**src/rtl/program_loader.sv**
```systemverilog
// Loads a framed byte stream (sync, length, instructions, XOR checksum) into program memory.
// Write strobe one cycle after each accepted INS_HI; in_ready drops only once the image is loaded.
module program_loader #(
    parameter int instruction_width = 12,
    parameter int program_mem_depth = 1024
) (
    input  logic                                 clk,
    input  logic                                 rst,
    input  logic [7:0]                           in_byte,
    input  logic                                 in_valid,
    output logic                                 in_ready,
    output logic                                 wr_en,
    output logic [$clog2(program_mem_depth)-1:0] wr_addr,
    output logic [instruction_width-1:0]         wr_data,
    output logic                                 cpu_rst,
    output logic                                 done,
    output logic                                 error
);

    localparam int          AW       = $clog2(program_mem_depth);
    localparam logic [7:0]  SYNC     = 8'hA5;
    localparam logic [16:0] DEPTH17  = 17'(program_mem_depth);
    // INS_HI bits that must be zero: everything above bit instruction_width-9
    localparam logic [7:0]  HI_MASK  = 8'hFF << (instruction_width - 8);

    typedef enum logic [2:0] {
        S_IDLE, S_LEN_LO, S_LEN_HI, S_INS_LO, S_INS_HI, S_CHK, S_DONE, S_ERR
    } state_t;

    state_t                 state_q, state_d;
    logic [7:0]             chk_q, chk_d;
    logic [7:0]             lo_q, lo_d;
    logic [15:0]            len_q, len_d;
    logic [15:0]            idx_q, idx_d;
    logic                   in_ready_q;
    logic                   wr_en_q, wr_en_d;
    logic [AW-1:0]          wr_addr_q, wr_addr_d;
    logic [instruction_width-1:0] wr_data_q, wr_data_d;
    logic                   cpu_rst_q, done_q, error_q;
    logic                   accept;
    logic [15:0]            len_new;

    assign accept  = in_valid && in_ready_q;
    assign len_new = {in_byte, len_q[7:0]};

    always_comb begin
        state_d   = state_q;
        chk_d     = chk_q;
        lo_d      = lo_q;
        len_d     = len_q;
        idx_d     = idx_q;
        wr_en_d   = 1'b0;
        wr_addr_d = wr_addr_q;
        wr_data_d = wr_data_q;
        if (accept) begin
            case (state_q)
                S_IDLE: begin
                    if (in_byte == SYNC) begin
                        chk_d   = 8'h00;
                        state_d = S_LEN_LO;
                    end
                end
                S_LEN_LO: begin
                    len_d[7:0] = in_byte;
                    chk_d      = chk_q ^ in_byte;
                    state_d    = S_LEN_HI;
                end
                S_LEN_HI: begin
                    len_d = len_new;
                    chk_d = chk_q ^ in_byte;
                    idx_d = 16'h0000;
                    if (len_new == 16'h0000 || {1'b0, len_new} > DEPTH17)
                        state_d = S_ERR;
                    else
                        state_d = S_INS_LO;
                end
                S_INS_LO: begin
                    lo_d    = in_byte;
                    chk_d   = chk_q ^ in_byte;
                    state_d = S_INS_HI;
                end
                S_INS_HI: begin
                    if ((in_byte & HI_MASK) != 8'h00) begin
                        state_d = S_ERR;
                    end else begin
                        chk_d     = chk_q ^ in_byte;
                        wr_en_d   = 1'b1;
                        wr_addr_d = idx_q[AW-1:0];
                        wr_data_d = {in_byte[instruction_width-9:0], lo_q};
                        idx_d     = idx_q + 16'd1;
                        state_d   = (idx_q + 16'd1 == len_q) ? S_CHK : S_INS_LO;
                    end
                end
                S_CHK:   state_d = (in_byte == chk_q) ? S_DONE : S_ERR;
                S_DONE:  state_d = S_DONE;
                S_ERR: begin
                    if (in_byte == SYNC) begin
                        chk_d   = 8'h00;
                        state_d = S_LEN_LO;
                    end
                end
                default: state_d = S_IDLE;
            endcase
        end
    end

    // Status outputs are registered from the next state so they track the FSM with no extra lag.
    always_ff @(posedge clk) begin
        if (rst) begin
            state_q    <= S_IDLE;
            chk_q      <= 8'h00;
            lo_q       <= 8'h00;
            len_q      <= 16'h0000;
            idx_q      <= 16'h0000;
            in_ready_q <= 1'b1;
            wr_en_q    <= 1'b0;
            wr_addr_q  <= '0;
            wr_data_q  <= '0;
            cpu_rst_q  <= 1'b1;
            done_q     <= 1'b0;
            error_q    <= 1'b0;
        end else begin
            state_q    <= state_d;
            chk_q      <= chk_d;
            lo_q       <= lo_d;
            len_q      <= len_d;
            idx_q      <= idx_d;
            in_ready_q <= (state_d != S_DONE);
            wr_en_q    <= wr_en_d;
            wr_addr_q  <= wr_addr_d;
            wr_data_q  <= wr_data_d;
            cpu_rst_q  <= (state_d != S_DONE);
            done_q     <= (state_d == S_DONE);
            error_q    <= (state_d == S_ERR);
        end
    end

    assign in_ready = in_ready_q;
    assign wr_en    = wr_en_q;
    assign wr_addr  = wr_addr_q;
    assign wr_data  = wr_data_q;
    assign cpu_rst  = cpu_rst_q;
    assign done     = done_q;
    assign error    = error_q;

endmodule

```
**config.mk**
```make
export PLATFORM = sky130hd
export DESIGN_NAME = program_loader
export DESIGN_NICKNAME = d
export VERILOG_FILES = /design/src/rtl/program_loader.sv
export SDC_FILE = /design/constraint.sdc
export NUM_CORES = 1
export LEC_CHECK = 0
export ABC_AREA = 1
export CORE_UTILIZATION = 40
export DETAILED_ROUTE_END_ITERATION = 7
export GPL_ROUTABILITY_DRIVEN = 1
export SYNTH_ARGS = -nofsm -noshare
export SYNTH_HDL_FRONTEND = slang
export SYNTH_SLANG_ARGS = --single-unit
```
**constraint.sdc**
```tcl
create_clock -name clk -period 2.1 [get_ports clk]
set_input_delay 0.42 -clock clk [delete_from_list [all_inputs] [get_ports clk]]
set_output_delay 0.42 -clock clk [all_outputs]
set_load 0.01 [all_outputs]
```
### After elaboration in Yosys (flattened, before gate mapping)

Cells that the tools add are included.

| storage, ports and cells | value |
|---|---|
| flip-flop bits (word level) | 77 |
| bits in latches | 0 |
| bits in writable memories | 0 |
| memory bits (read-only) | 0 |
| output and inout bits | 27 |
| memories | 0 |

| operators by class | value |
|---|---|
| add/sub/neg operators | 1 |
| multiply operators | 0 |
| divide/modulo/power cells | 0 |
| magnitude comparators | 1 |
| equality and inequality tests | 15 |
| shift-type cells | 0 |
| multiplexer cells | 13 |
| bitwise gates (word level) | 4 |
| reduce and logical (&&, ||, !) cells | 16 |

Operators with widths:

| operator | number |
|---|---|
| one-hot mux 16 bit (2 select lines) | 1 |
| one-hot mux 8 bit (3 select lines) | 1 |
| one-hot mux 3 bit (7 select lines) | 1 |
| equality test 3 bit (second input constant) | 6 |
| adder 16 x 1 -> 16 bit (second input constant) | 1 |
| equality test 16 bit | 1 |
| greater-than comparator 16 x 11 -> 1 bit (second input constant) | 1 |
| zero test 16 bit | 1 |
| two-way mux 16 bit | 1 |
| two-way mux 8 bit | 2 |
| two-way mux 3 bit | 5 |
| equality test 8 bit | 1 |
| equality test 8 bit (second input constant) | 1 |
| nonzero test 8 bit | 1 |
| bitwise XOR 8 bit | 1 |
| equality test 3 x 2 -> 1 bit (second input constant) | 2 |
| AND reduction 2 bit | 3 |
| AND reduction 3 bit | 2 |
| OR reduction 3 bit | 2 |
| AND reduction 4 bit | 1 |
| equality test 3 x 1 -> 1 bit (second input constant) | 1 |
| zero test 3 bit | 1 |
| inequality test 3 bit (second input constant) | 1 |
| inverter 1 bit | 3 |
| 8 further kinds | 9 |

### Depth between registers and ports, before layout

| logic depth | value |
|---|---|
| depth after elaboration | 7 |
| mapped depth | 16 |

### Worst setup path after synthesis

Ideal clock, no wire load.

| timing path | value |
|---|---|
| path kind | flip-flop to flip-flop |
| from | register idx_q[0] |
| to | register cpu_rst_q, in the netlist cpu_rst |
| setup time | 0.136 ns |
| arrival | 1.756 ns |
| required time | 1.964 ns |
| setup slack | 0.208 ns |
| cell stages (with the launch flop) | 16 |
| path buffers | 1 |
| clock period less this slack | 1.892 ns |
| cell sequence | dfxtp_1 -> ha_1 -> nand2_2 -> nor2_4 -> buf_6 -> nand2_1 -> nand2_1 -> nand3_1 -> nand2_1 -> nand2_1 -> nor2_1 -> nand2_1 -> nor2_2 -> nand3_2 -> a21oi_2 -> nand3_1 |

| between the ends | value |
|---|---|
| word-level cells in the longest chain between the ends | 7 |

RTL lines:

| item | RTL line | RTL |
|---|---|---|
| start, declared | 34 | `logic [15:0] idx_q, idx_d;` |
| start signal, assigned | 127 | `idx_q <= idx_d;` |
| adder 16 x 1 -> 16 bit | 91 | `state_d = (idx_q + 16'd1 == len_q) ? S_CHK : S_INS_LO;` |
| equality test 16 bit | 91 |  |
| two-way mux 3 bit | 91 |  |
| two-way mux 3 bit | 83 | `if ((in_byte & HI_MASK) != 8'h00) begin` |
| one-hot mux 3 bit (7 select lines) | 56 | `case (state_q)` |
| two-way mux 3 bit | 55 | `if (accept) begin` |
| inequality test 3 bit | 132 | `cpu_rst_q <= (state_d != S_DONE);` |
| end signal, assigned | 132 |  |
| end, declared | 39 | `logic cpu_rst_q, done_q, error_q;` |

No other way between the ends.
A chain may end at the register's enable or synchronous reset.

### Worst setup path in the final report

| timing path | value |
|---|---|
| from | register idx_q[1] |
| to | register cpu_rst_q, in the netlist cpu_rst |

Same word-level chain as after synthesis.

==> impl_metrics.env <==
export IMPL_drc=0
export IMPL_first_pass_iters=5
export IMPL_crit_type="flip-flop to flip-flop"
export IMPL_numCtsBuffers=9
export IMPL_root_buffer="clkbuf_8"
export IMPL_ant_nets=0
export IMPL_worst_path_dominant_cell_family="simple AND/OR/NAND/NOR gates"
export IMPL_synthDistinctLibCells=30
export IMPL_placed_area_um2=4720
export IMPL_antenna_found_initial=0
export IMPL_syn_nets=588
export IMPL_die_w_um=101
export IMPL_cts_tree="built"
export IMPL_timing_critical_path_mode_cell="nand3_1"
export IMPL_drive_gt1_frac=0.190
export IMPL_synth_simple_gate_area_frac=0.332
export IMPL_clk_pin_slew_ns=0.10
export IMPL_cts_hold_buf=0
export IMPL_worstMarginPinSlew_ns=0.442
export IMPL_area_growth_pct=29.4
export IMPL_final_min_clock_period_ns=2.07
export IMPL_synth_async_reset_ratio=0
export IMPL_regToRegSetupSlack_ns=0.03
export IMPL_htreeDepth=3
export IMPL_synth_warnings=0
export IMPL_synth_common_cells="110 x nand2_1, 77 x dfxtp_1, 70 x nand3_1, 64 x a21oi_1, 59 x o21ai_0"
export IMPL_setup_viol=0
export IMPL_maxCapViolCount=0
export IMPL_leakagePower_nw=2.16
export IMPL_ys_flop_type="dfxtp_1"
export IMPL_max_slew_margin=0.702
export IMPL_clk_latency_ns=0.37
export IMPL_grt_pass1_vias=3670
export IMPL_wire_per_inst_um=13.8
export IMPL_startpoint_type="flip-flop"
export IMPL_cpMaxStageDelayCell="dfxtp_2"
export IMPL_fillCellCount=943
export IMPL_nNetsFinal=665
export IMPL_synth_most_common_cell="nand2_1"
export IMPL_final_cell_area_um2=5080
export IMPL_initial_core_util=0.419
export IMPL_power_density_nw_per_um2=641
export IMPL_status="complete, no violations"
export IMPL_hold_viol_final=0
export IMPL_gp_congestion=0.902
export IMPL_synth_cells=576
export IMPL_synth_top_area_share=0.393
export IMPL_hold_path_class="flip-flop to flip-flop"
export IMPL_io_pins=38
export IMPL_avgSynthCellArea_um2=6.81
export IMPL_setup_tns_final_ns=0
export IMPL_place_hpwl_um=7870
export IMPL_worstPathArrival_ns=2.31
export IMPL_syn_area_um2=3930
export IMPL_synth_area_leaders="dfxtp_1 39%, nand2_1 11%, nand3_1 8.9%"
export IMPL_synth_compound_area_frac=0.171
export IMPL_crit_path_end_kind="flip-flop"
export IMPL_routed_wl_um=10900
export IMPL_synth_xor_area_frac=0.0223
export IMPL_clock_sinks=77
export IMPL_skew_ns=0.0132
export IMPL_crit_buf_inv=0
export IMPL_track_usage=0.222
export IMPL_required_ns=2.34
export IMPL_via_per_inst=5.11
export IMPL_yosysTopAreaCell="dfxtp_1"
export IMPL_cp_max_fo=8
export IMPL_muxShareOfSynthArea=0
export IMPL_fin_crit_sh=0.986
export IMPL_finalMaxSlewViolations=0
export IMPL_die_area_um2=10200
export IMPL_rows=35
export IMPL_diodes=0
export IMPL_grt_pass1_wl_um=17500
export IMPL_core_area_um2=9370
export IMPL_synth_top_family_by_area="simple AND/OR/NAND/NOR gates"
export IMPL_grt_max_degree=48
export IMPL_synth_seq_area_share=0.393
export IMPL_synth_seq_cells=77
export IMPL_via_count=4025
export IMPL_die_h_um=101
export IMPL_portBuffers=37
export IMPL_grt_ovfl_total=0
export IMPL_power_mw=3.26
export IMPL_drt_iter0_drc=176
export IMPL_rsz0062_at_grt="yes"
export IMPL_synth_edf_count=0
export IMPL_max_freq_ghz=0.483
export IMPL_slowest_delay_ns=0.36
export IMPL_clock_path_buffers=2
export IMPL_synth_fa_ha_area_frac=0.00319
export IMPL_path_cells="ha_4 -> nand2_4 -> nor2_4 -> nand2_1 -> nand3_1 -> nand3_1 -> nor2_1 -> nand2_1 -> nor3_4 -> nand3_2 -> a21oi_2 -> nand3_1"
export IMPL_ir_worst_vdd_mv=0.385
==> metal layers <==
| metal | up-vias | routed length [um] | track usage |
|---|---|---|---|
| met2 | 95 | 5280 | 0.378 |
| met3 | 12 | 503 | 0.0423 |
| li1 | 2061 | - | - |
| met5 | - | 0 | 0 |
| met1 | 1857 | 4920 | 0.279 |
| met4 | 0 | 151 | 0.0803 |
==> layout by cell type, fill, tap and decap left out, types with 2 or more instances in the layout <==
cell / netlist / final
inv_8: 0 / 2
a21oi_1: 64 / 64
nand2_1: 110 / 101
nor2_4: 4 / 7
nor3_4: 0 / 2
o21ai_2: 3 / 3
nand3_1: 70 / 63
nor2_1: 54 / 53
buf_4: 1 / 46
nor3_1: 4 / 4
inv_1: 56 / 56
inv_2: 2 / 2
clkinv_8: 0 / 2
nand4_1: 11 / 11
clkbuf_8: 0 / 9
inv_6: 0 / 3
nor4_1: 3 / 3
clkdlybuf4s50_1: 0 / 37
xor2_1: 9 / 9
buf_6: 1 / 2
nand2_2: 10 / 17
dfxtp_2: 0 / 7
o21ai_0: 59 / 59
nor2_2: 9 / 7
nand3_2: 1 / 8
nand2_4: 1 / 3
dfxtp_1: 77 / 70
==> logic make-up (layout without fill, tap and decap cells) <==
group,count (synthesis),count (layout)
XOR/XNOR,10,10
AND/OR/NAND/NOR,281,281
AO/OA/AOI/OAI,129,129
adder cells (fa/ha/maj),1,1
buffers and inverters,78,160
flip-flops,77,77
==> where the power goes <==
group | internal, mW | switching [mW] | leakage (nW) | total [mW]
Clock | 0.479 | 0.698 | 0.104 | 1.18
Sequential | 1.52 | 0.0475 | 0.627 | 1.57
Combinational | 0.202 | 0.313 | 1.43 | 0.515
==> layout make-up <==
cell class / count / area, um2 / share of cell area
Clock buffer: 9 / 124 / 0.0244
Timing Repair Buffer: 86 / 758 / 0.149
Inverter: 58 / 218 / 0.0429
Multi-Input combinational cell: 421 / 2180 / 0.430
Clock inverter: 7 / 81.3 / 0.0160
Sequential cell: 77 / 1550 / 0.305
Tap cell: 129 / 161 / 0.0318
==> per-stage QoR <==
step	hold WS (ns)	std cells	setup slack, ns	util
3_3_place_gp	0.456	767	-0.0973	0.504
6_report	0.476	787	0.0287	0.542
2_1_floorplan	0.444	576	0.208	-
3_5_place_dp	0.465	767	-0.0748	0.504
5_1_grt	0.516	787	-0.145	0.542
4_1_cts	0.478	783	0.0114	0.527
==> worst reg2reg max path: stages, from the launching register on <==
cell and delay, ns:
dfxtp_2 0.36, ha_4 0.16, nand2_4 0.06, nor2_4 0.27
nand2_1 0.11, nand3_1 0.10, nand3_1 0.11, nor2_1 0.12
nand2_1 0.10, nor3_4 0.20, nand3_2 0.12, a21oi_2 0.16
nand3_1 0.08
==> path summary, 6_finish.rpt <==
check / startpoint / to / cells after the start
min reg2reg: len_q[15] / len_q[15] / 2
max: idx_q[1] / cpu_rst / 12
min: len_q[15] / len_q[15] / 2
max reg2reg: idx_q[1] / cpu_rst / 12
==> flip-flops by register name (all words and copies together) (netlist names) <==
| register | flops |
|---|---|
| idx_q | 16 |
| len_q | 16 |
| wr_data | 12 |
| wr_addr | 10 |
| chk_q | 8 |
| lo_q | 8 |
| state_q | 3 |
| cpu_rst | 1 |
| done | 1 |
| error | 1 |
| wr_en | 1 |
==> timing repair <==
item,CTS,global route
endpoints found under the hold margin,0,0
resized for setup,3,31
cloned,0,0
setup endpoints to repair,3,5
setup buffers,0,4
pin swaps,0,28
(Power assumes the default switching activity.)
